==> config.mk <==
export PLATFORM = sky130hd
export DESIGN_NAME = thread_sched
export DESIGN_NICKNAME = d
export VERILOG_FILES = /design/src/rtl/thread_sched.sv
export SDC_FILE = /design/constraint.sdc
export NUM_CORES = 1
export LEC_CHECK = 0
export CORE_MARGIN = 2
export CORE_UTILIZATION = 44
export DETAILED_ROUTE_END_ITERATION = 6
export GPL_TIMING_DRIVEN = 0
export MAX_ROUTING_LAYER = met4
export PLACE_DENSITY = 0.78
export SETUP_SLACK_MARGIN = 0.5
export SYNTH_ARGS = -nofsm -noshare
export SYNTH_HDL_FRONTEND = slang
export SYNTH_SLANG_ARGS = --single-unit
==> constraint.sdc <==
create_clock -name CLK -period 2.8 [get_ports CLK]
set_input_delay 0.28 -clock CLK [delete_from_list [all_inputs] [get_ports CLK]]
set_output_delay 0.28 -clock CLK [all_outputs]
set_load 0.005 [all_outputs]
==> src/rtl/thread_sched.sv <==
// Round-robin issue scheduler for the four-thread pipeline: one PC per thread,
// control-transfer blocking, and a configuration port for start addresses.
module thread_sched #(
  parameter int PC_WIDTH    = 9,
  parameter int NUM_THREADS = 4
) (
  input  logic                CLK,
  input  logic                RST,
  input  logic [3:0]          thread_en,
  input  logic                cfg_we,
  input  logic [1:0]          cfg_tid,
  input  logic [PC_WIDTH-1:0] cfg_pc,
  input  logic                stall,
  input  logic                block_set,
  input  logic [1:0]          block_tid,
  input  logic                redirect_valid,
  input  logic [1:0]          redirect_tid,
  input  logic [PC_WIDTH-1:0] redirect_pc,
  input  logic                resolve_valid,
  input  logic [1:0]          resolve_tid,
  output logic                issue_valid,
  output logic [1:0]          issue_tid,
  output logic [PC_WIDTH-1:0] issue_pc,
  output logic [3:0]          blocked,
  output logic                idle
);

  logic [PC_WIDTH-1:0] pc_q [NUM_THREADS];
  logic [PC_WIDTH-1:0] pc_d [NUM_THREADS];
  logic [3:0]          blocked_q, blocked_d;
  logic [1:0]          last_tid_q, last_tid_d;
  logic                issue_valid_q, issue_valid_d;
  logic [1:0]          issue_tid_q, issue_tid_d;
  logic [PC_WIDTH-1:0] issue_pc_q, issue_pc_d;

  logic [3:0]          blk_eff;
  logic [3:0]          eligible;
  logic [1:0]          sel;
  logic [1:0]          scan_idx;
  logic                issue_go;

  // A branch decoded this cycle must already keep its thread out of this decision.
  assign blk_eff  = blocked_q | ({3'b000, block_set} << block_tid);
  assign eligible = thread_en & ~blk_eff;
  assign issue_go = !stall && (eligible != 4'b0000);

  // Scan from farthest to nearest so the nearest eligible thread after last_tid wins.
  always_comb begin
    sel      = last_tid_q;
    scan_idx = last_tid_q;
    for (int k = NUM_THREADS; k >= 1; k--) begin
      scan_idx = last_tid_q + 2'(k);
      if (eligible[scan_idx]) begin
        sel = scan_idx;
      end
    end
  end

  always_comb begin
    blocked_d = blocked_q;
    for (int t = 0; t < NUM_THREADS; t++) begin
      pc_d[t] = pc_q[t];
      if (issue_go && (sel == 2'(t))) begin
        pc_d[t] = pc_q[t] + PC_WIDTH'(1);
      end
      if (cfg_we && (cfg_tid == 2'(t)) && !thread_en[t]) begin
        pc_d[t]      = cfg_pc;
        blocked_d[t] = 1'b0;
      end
      if (block_set && (block_tid == 2'(t))) begin
        blocked_d[t] = 1'b1;
      end
      if (redirect_valid && (redirect_tid == 2'(t))) begin
        pc_d[t]      = redirect_pc;
        blocked_d[t] = 1'b0;
      end
      if (resolve_valid && (resolve_tid == 2'(t))) begin
        blocked_d[t] = 1'b0;
      end
    end
  end

  // Stall freezes issue state only; side-band updates above still land.
  always_comb begin
    last_tid_d    = last_tid_q;
    issue_valid_d = issue_valid_q;
    issue_tid_d   = issue_tid_q;
    issue_pc_d    = issue_pc_q;
    if (!stall) begin
      issue_valid_d = issue_go;
      if (issue_go) begin
        last_tid_d  = sel;
        issue_tid_d = sel;
        issue_pc_d  = pc_q[sel];
      end
    end
  end

  always_ff @(posedge CLK) begin
    if (RST) begin
      for (int t = 0; t < NUM_THREADS; t++) begin
        pc_q[t] <= '0;
      end
      blocked_q     <= '0;
      last_tid_q    <= 2'd3;
      issue_valid_q <= 1'b0;
      issue_tid_q   <= '0;
      issue_pc_q    <= '0;
    end else begin
      for (int t = 0; t < NUM_THREADS; t++) begin
        pc_q[t] <= pc_d[t];
      end
      blocked_q     <= blocked_d;
      last_tid_q    <= last_tid_d;
      issue_valid_q <= issue_valid_d;
      issue_tid_q   <= issue_tid_d;
      issue_pc_q    <= issue_pc_d;
    end
  end

  assign issue_valid = issue_valid_q;
  assign issue_tid   = issue_tid_q;
  assign issue_pc    = issue_pc_q;
  assign blocked     = blocked_q;
  assign idle        = (eligible == 4'b0000);

endmodule
==> metrics.yaml, run 1 <==
outcome:
  status: "complete, but fails checks"
  failed_checks: "design-rule violations"
yosys:
  ys.flop_type: "dfxtp_1"
  ys_ff_latch: 54
  yosysSeqAreaShare: 0.298
  ys_types: 58
  synth_xor_xnor_area_share: 0.0653
  syn-num-nets: 501
  synth_edf_count: 0
  yosysTopAreaCell: "dfxtp_1"
  ys_warn_count: 0
  syn_inst: 460
  synth_top_area_frac: 0.298
  async_flop_share: 0
  synth_top_family_by_area: "compound AO/OA/AOI/OAI gates"
  syn_area_per_cell_um2: 7.88
  syn_area_mm2: 0.00362
  synthAdderAreaFrac: 0.0138
  synthSimpleGateAreaFrac: 0.242
  synth.area.mux_share: 0.0919
  synth_compound_area_frac: 0.247
  synth_area_leaders: "dfxtp_1 (30%), mux2i_1 (6.1%), nor2_1 (5.6%)"
  yosys-top-cells-count: "dfxtp_1 (54), nor2_1 (54), nand2_1 (39)"
global_route:
  grt_pass1_vias: 3566
  grt_pass1_wl_mm: 18.8
  grt_usage: 0.284
  grt_max_degree: 16
  grt_antenna_before_repair: 0
  overflow: 0
placement:
  portBuffers: 51
  hpwlAfterDp_mm: 8.91
  dp_slack_ns: -0.358
  gp_congestion: 0.998
pwr:
  p_comb_frac: 0.320
  p_sw_frac: 0.339
  seq_power_share: 0.427
  leakage_nw: 1.68
  p_switching_mw: 0.733
  intPower_mw: 1.43
  ir_drop_mv: 0.228
  p_clk_frac: 0.253
  power_density_mw_per_mm2: 467
sta:
  tightest_slew_ns: 0.784
  fmax_mhz: 438
  fin_crit_sh: 0.816
  clock_skew_ns: 0.00845
  whs_ns: 0.382
  min_period_ns: 2.29
  slew_headroom: 0.477
  setup_ws_ns: 0.514
  setup_viol: 0
  rsz0062_at_grt: "true"
  hold_viol: 0
  maxSlewViolCount: 0
worst_hold_path:
  min_path_type: "in -> reg"
  hold_path_depth: 3
  hold_end: "blocked[2]"
  holdCritStartpoint: "block_set"
setup_path:
  crit_fanout: 7
  slowest_stage: "o311a_4"
  reg2reg_to: "pc_q[3][6]"
  crit_type: "reg -> reg"
  start_kind: "register"
  r2r-start: "blocked[3]"
  cp_cell_sequence: "nand2b_4 -> or2_1 -> buf_6 -> o221ai_4 -> o21ai_2 -> buf_4 -> o311a_4 -> a222oi_1 -> a21oi_1"
  r2r_slack_ns: 0.51
  worstPathArrival_ns: 2.47
  endpoint_kind: "register"
  max_stage_delay_ns: 0.41
  cp_data_required_time_ns: 2.98
  reg2reg_depth: 9
cells_and_area:
  drive_gt1_frac: 0.142
  synthToLayoutAreaGrowth_pct: 27.6
  diodes: 0
  nets: 569
  fin_util: 0.571
  fillCellCount: 749
routing:
  vias: 4076
  first_iter_violations: 524
  post_drt_wl_per_cell_um: 20.6
  drc: 9
  wl_mm: 13.1
  avgViaCountPerCell: 6.43
  postRouteAntennaNets: 0
  dr.pass1.iters: 7
clock_network:
  clock_latency_ns: 0.31
  numCtsBuffers: 5
  cts-hold-fix-buffers: 0
  clock_path_buffers: 2
  h-tree-depth: 2
  cts_root_buffer: "clkbuf_8"
  cts_tree: "built"
  clock-sinks: 54
  clkTransAtPathRegs_ns: 0.11
die:
  ios: 54
  die_y_um: 94.7
  rows: 33
  initial_utilization: 0.448
  coreArea_mm2: 0.00809
  die-area_mm2: 0.00898
  dieWidth_um: 94.7
flow_run:
  cap_viol_max_count: 0
-- area by class of cell --
type / count / area, um^2 / area share
Multi-Input combinational cell: 371 / 2540 / 0.551
Clock buffer: 7 / 76.3 / 0.0165
Sequential cell: 54 / 1080 / 0.234
Inverter: 4 / 15.0 / 0.00325
Buffer: 31 / 170 / 0.0368
Timing Repair Buffer: 61 / 572 / 0.124
Clock inverter: 1 / 30.0 / 0.00650
Tap cell: 105 / 131 / 0.0284
-- state kept, by name (all words and copies together), names as in the netlist --
register     count
issue_valid      1
pc_q            36
last_tid_q       2
issue_tid        2
issue_pc         9
blocked          4
-- power groups by stage --
| stage | Clock (mW) | Sequential (mW) | Combinational [mW] |
|---|---|---|---|
| 3_3_place_gp | 0 | 0.929 | 0.571 |
| 3_5_place_dp | 0 | 0.932 | 0.580 |
| 2_1_floorplan | 0 | 0.908 | 0.378 |
| 4_1_cts | 0.538 | 0.915 | 0.612 |
| 6_report | 0.547 | 0.921 | 0.691 |
| 5_1_grt | 0.560 | 0.930 | 0.732 |
-- how the worst max path moves through the flow --
| stage | startpoint | endpoint | depth (start not counted) |
|---|---|---|---|
| 2_1_floorplan | block_tid[0] | pc_q[3][6] | 8 |
| 3_3_place_gp | block_set | pc_q[3][8] | 9 |
| 3_5_place_dp | block_set | pc_q[3][6] | 9 |
| 4_1_cts | block_tid[1] | pc_q[0][6] | 10 |
| 5_1_grt | blocked[0] | pc_q[2][6] | 9 |
| 6_report | blocked[3] | pc_q[3][6] | 9 |
-- stage by stage --
| stage | cell area (um^2) | TNS (ns) | power, mW | instances |
|---|---|---|---|---|
| finish | 4620 | 0 | 2.16 | 634 |
| global route | 4620 | 0 | 2.22 | 634 |
| CTS | 4450 | 0 | 2.06 | 626 |
| detailed placement | 4270 | -7.82 | 1.51 | 616 |
| global placement | 4270 | -5.65 | 1.50 | 616 |
| floorplan | 3620 | 0 | 1.29 | 460 |
-- critical path: cells and delay by family, from the launching register on --
kind / cells / cell delay (ns)
AO/OA/AOI/OAI: 5 / 1.12
AND/OR/NAND/NOR: 2 / 0.38
flip-flops: 1 / 0.35
buffers and inverters: 2 / 0.32
-- cells by family (layout without fill, tap and decap cells) --
group | Yosys count | after routing
buf+inv | 35 | 104
fa+ha+maj | 4 | 4
compound gates | 129 | 129
simple gates | 179 | 179
xor+xnor | 27 | 27
mux | 32 | 32
flops | 54 | 54
-- cell usage in the layout (no fill, tap or decap), types with 3 or more instances in the layout --
cell             count
buf_4               13
nor2_1              53
a222oi_1             5
a211oi_1            20
nor3b_2              3
a21oi_1             27
and3b_1              3
nor3_1               7
clkdlybuf4s50_1     46
mux2i_1             22
inv_1                4
nand4_1              4
o21ai_0             24
clkbuf_2             7
dfxtp_1             53
mux2_2              10
o211ai_1             5
clkbuf_1            18
a31oi_1             12
nand3_1             31
ha_1                 4
a211o_1              9
buf_6                4
nand2_1             39
xor2_1              19
buf_2                3
xnor2_1              8
a22oi_1              3
o21ai_1              3
clkbuf_8             5
and3_1               9
a211oi_2             3
nor4_1               4
-- metal layers --
| layer | track usage | vias up | part of all wire |
|---|---|---|---|
| met1 | 0.381 | 1929 | 0.40 |
| met3 | 0.0383 | 62 | 0.10 |
| met5 | - | - | 0 |
| li1 | - | 1845 | - |
| met4 | 0.117 | 0 | 0.048 |
| met2 | 0.430 | 240 | 0.44 |
-- what timing repair did --
action                                  in CTS  in global routing
gates resized for setup                     21                 45
setup buffers                                2                  8
pin swaps                                    4                 11
endpoints found under the setup margin      50                 42
No activity file was read; power rests on OpenSTA's default activity.
==> run 2, diff against run 1 <==
Clock period 2.8 ns to 2.12 ns, I/O delays scaled along.
==> metrics.yaml, run 2 (same netlist as run 1, synthesis figures left out) <==
setup_path:
  start_kind: "register"
  cp_top_family: "simple AND/OR/NAND/NOR gates"
  cp_num_buf_inv: 1
  crit_fanout: 6
  max_stage_delay_ns: 0.42
  cp_data_required_time_ns: 2.32
  cp_cell_sequence: "or3b_4 -> and3_4 -> or2_1 -> buf_6 -> o311a_4 -> a222oi_1 -> a21oi_1"
  endpoint_kind: "register"
  worstPathArrival_ns: 2.49
  r2r_slack_ns: -0.17
  crit_type: "reg -> reg"
  slowest_stage: "or3b_4"
global_route:
  grt_max_degree: 17
  grt_pass1_vias: 4071
  grt_usage: 0.331
  grt_pass1_wl_mm: 21.9
  grt_antenna_before_repair: 0
  overflow: 0
pwr:
  p_sw_frac: 0.334
  p_clk_frac: 0.263
  leakage_nw: 2.06
  ir_drop_mv: 0.345
  power_density_mw_per_mm2: 628
  p_comb_frac: 0.378
  seq_power_share: 0.360
  intPower_mw: 2.28
  p_switching_mw: 1.14
placement:
  dpl_cell_area_mm2: 0.00439
  portBuffers: 51
  dp_cells: 616
  gp_congestion: 0.956
  hpwlAfterDp_mm: 9.16
routing:
  first_iter_violations: 650
  wl_mm: 15.4
  vias: 4488
  post_drt_wl_per_cell_um: 22.9
  avgViaCountPerCell: 6.68
  drc: 1
  dr.pass1.iters: 7
  postRouteAntennaNets: 0
cells_and_area:
  drive_gt1_frac: 0.272
  largest_register_ffs: 36
  diodes: 0
  synthToLayoutAreaGrowth_pct: 50.3
  fillCellCount: 633
  fin_cells: 672
  final_common_cell: "nor2_1"
  finalInstanceArea_mm2: 0.00545
  nets: 607
  top_register: "pc_q"
  layout_common_cells: "nor2_1 (52), dfxtp_1 (51), clkdlybuf4s50_1 (44)"
sta:
  rsz0062_at_grt: "true"
  fmax_mhz: 437
  slew_headroom: 0.407
  fin_crit_sh: 1.08
  maxSlewViolCount: 0
  tightest_slew_ns: 0.890
  min_period_ns: 2.29
  setup_viol: 32
  clock_skew_ns: 0.0158
  hold_viol: 0
  setup_ws_ns: -0.171
  whs_ns: 0.252
clock_network:
  clock_latency_ns: 0.34
  clock_path_buffers: 2
  h-tree-depth: 2
  cts-hold-fix-buffers: 0
  cts_root_buffer: "clkbuf_8"
  clock-sinks: 54
  numCtsBuffers: 5
  cts_tree: "built"
  clkTransAtPathRegs_ns: 0.11
die:
  die_y_um: 94.7
  rows: 33
  dieWidth_um: 94.7
  coreArea_mm2: 0.00809
  ios: 54
  initial_utilization: 0.448
  die-area_mm2: 0.00898
outcome:
  failed_checks: "design-rule violations, negative setup slack"
  status: "complete, but fails checks"
worst_hold_path:
  min_path_type: "in -> reg"
flow_run:
  cap_viol_max_count: 0
==> run 2: changes by cell type in the layout (fill, tap and decap cells not counted), moves of 8 or more <==
cell	change
mux2_4	+9
buf_6	+20
o21ai_0	-8
buf_4	+14
mux2i_2	+8
mux2_2	-9
mux2i_1	-9
==> run 2: final timing paths <==
check | startpoint | to | depth (start not counted)
worst max-delay path | blocked[1] | pc_q[3][6] | 7
worst min-delay path | block_tid[1] | blocked[0] | 4
worst max register to register | blocked[1] | pc_q[3][6] | 7
worst min register to register | issue_pc[8] | issue_pc[8] | 2
==> run 2: worst reg2reg max path, cell delays in order, from the launching register on <==
cell,delay (ns)
dfxtp_2,0.37
or3b_4,0.42
and3_4,0.21
or2_1,0.26
buf_6,0.15
o311a_4,0.37
a222oi_1,0.25
a21oi_1,0.12
==> run 2: power by group through the flow <==
stage | Sequential (mW) | Combinational, mW | Clock, mW
final | 1.23 | 1.29 | 0.898
after global routing | 1.24 | 1.35 | 0.927
after CTS | 1.22 | 1.12 | 0.872
after detailed placement | 1.23 | 0.825 | 0
after global placement | 1.23 | 0.809 | 0
after floorplan | 1.20 | 0.550 | 0
==> run 2: cell type report <==
class	count	area, um^2	area share
plain buffers	31	274	0.0503
clock inverters	2	60.1	0.0110
multi-input cells	371	2810	0.515
flip-flops and latches	54	1080	0.199
clock buffers	6	82.6	0.0152
repair buffers	99	993	0.182
well taps	105	131	0.0241
inverters	4	15.0	0.00276
==> run 2: what timing repair did <==
action                                  CTS  global route
cloned                                    4             2
endpoints found under the setup margin   54            53
buffers inserted                         32            10
gates resized for setup                 124            27
pin swaps                                28            30
==> run 2: layer usage <==
| metal | global-route usage | part of all wire | vias up |
|---|---|---|---|
| li1 | - | - | 1929 |
| met1 | 0.414 | 0.38 | 2127 |
| met2 | 0.518 | 0.46 | 329 |
| met3 | 0.0782 | 0.11 | 103 |
| met4 | 0.127 | 0.054 | 0 |
| met5 | - | 0 | - |
==> run 2: metrics by stage <==
step	setup TNS, ns	total power [mW]	util	setup WS, ns
floorplan	0	1.75	-	0.0602
finish	-1.64	3.42	0.673	-0.171
global placement	-28.01	2.04	0.542	-0.803
global route	-3.10	3.52	0.673	-0.159
CTS	-0.638	3.21	0.645	-0.0939
detailed placement	-30.02	2.06	0.542	-0.833
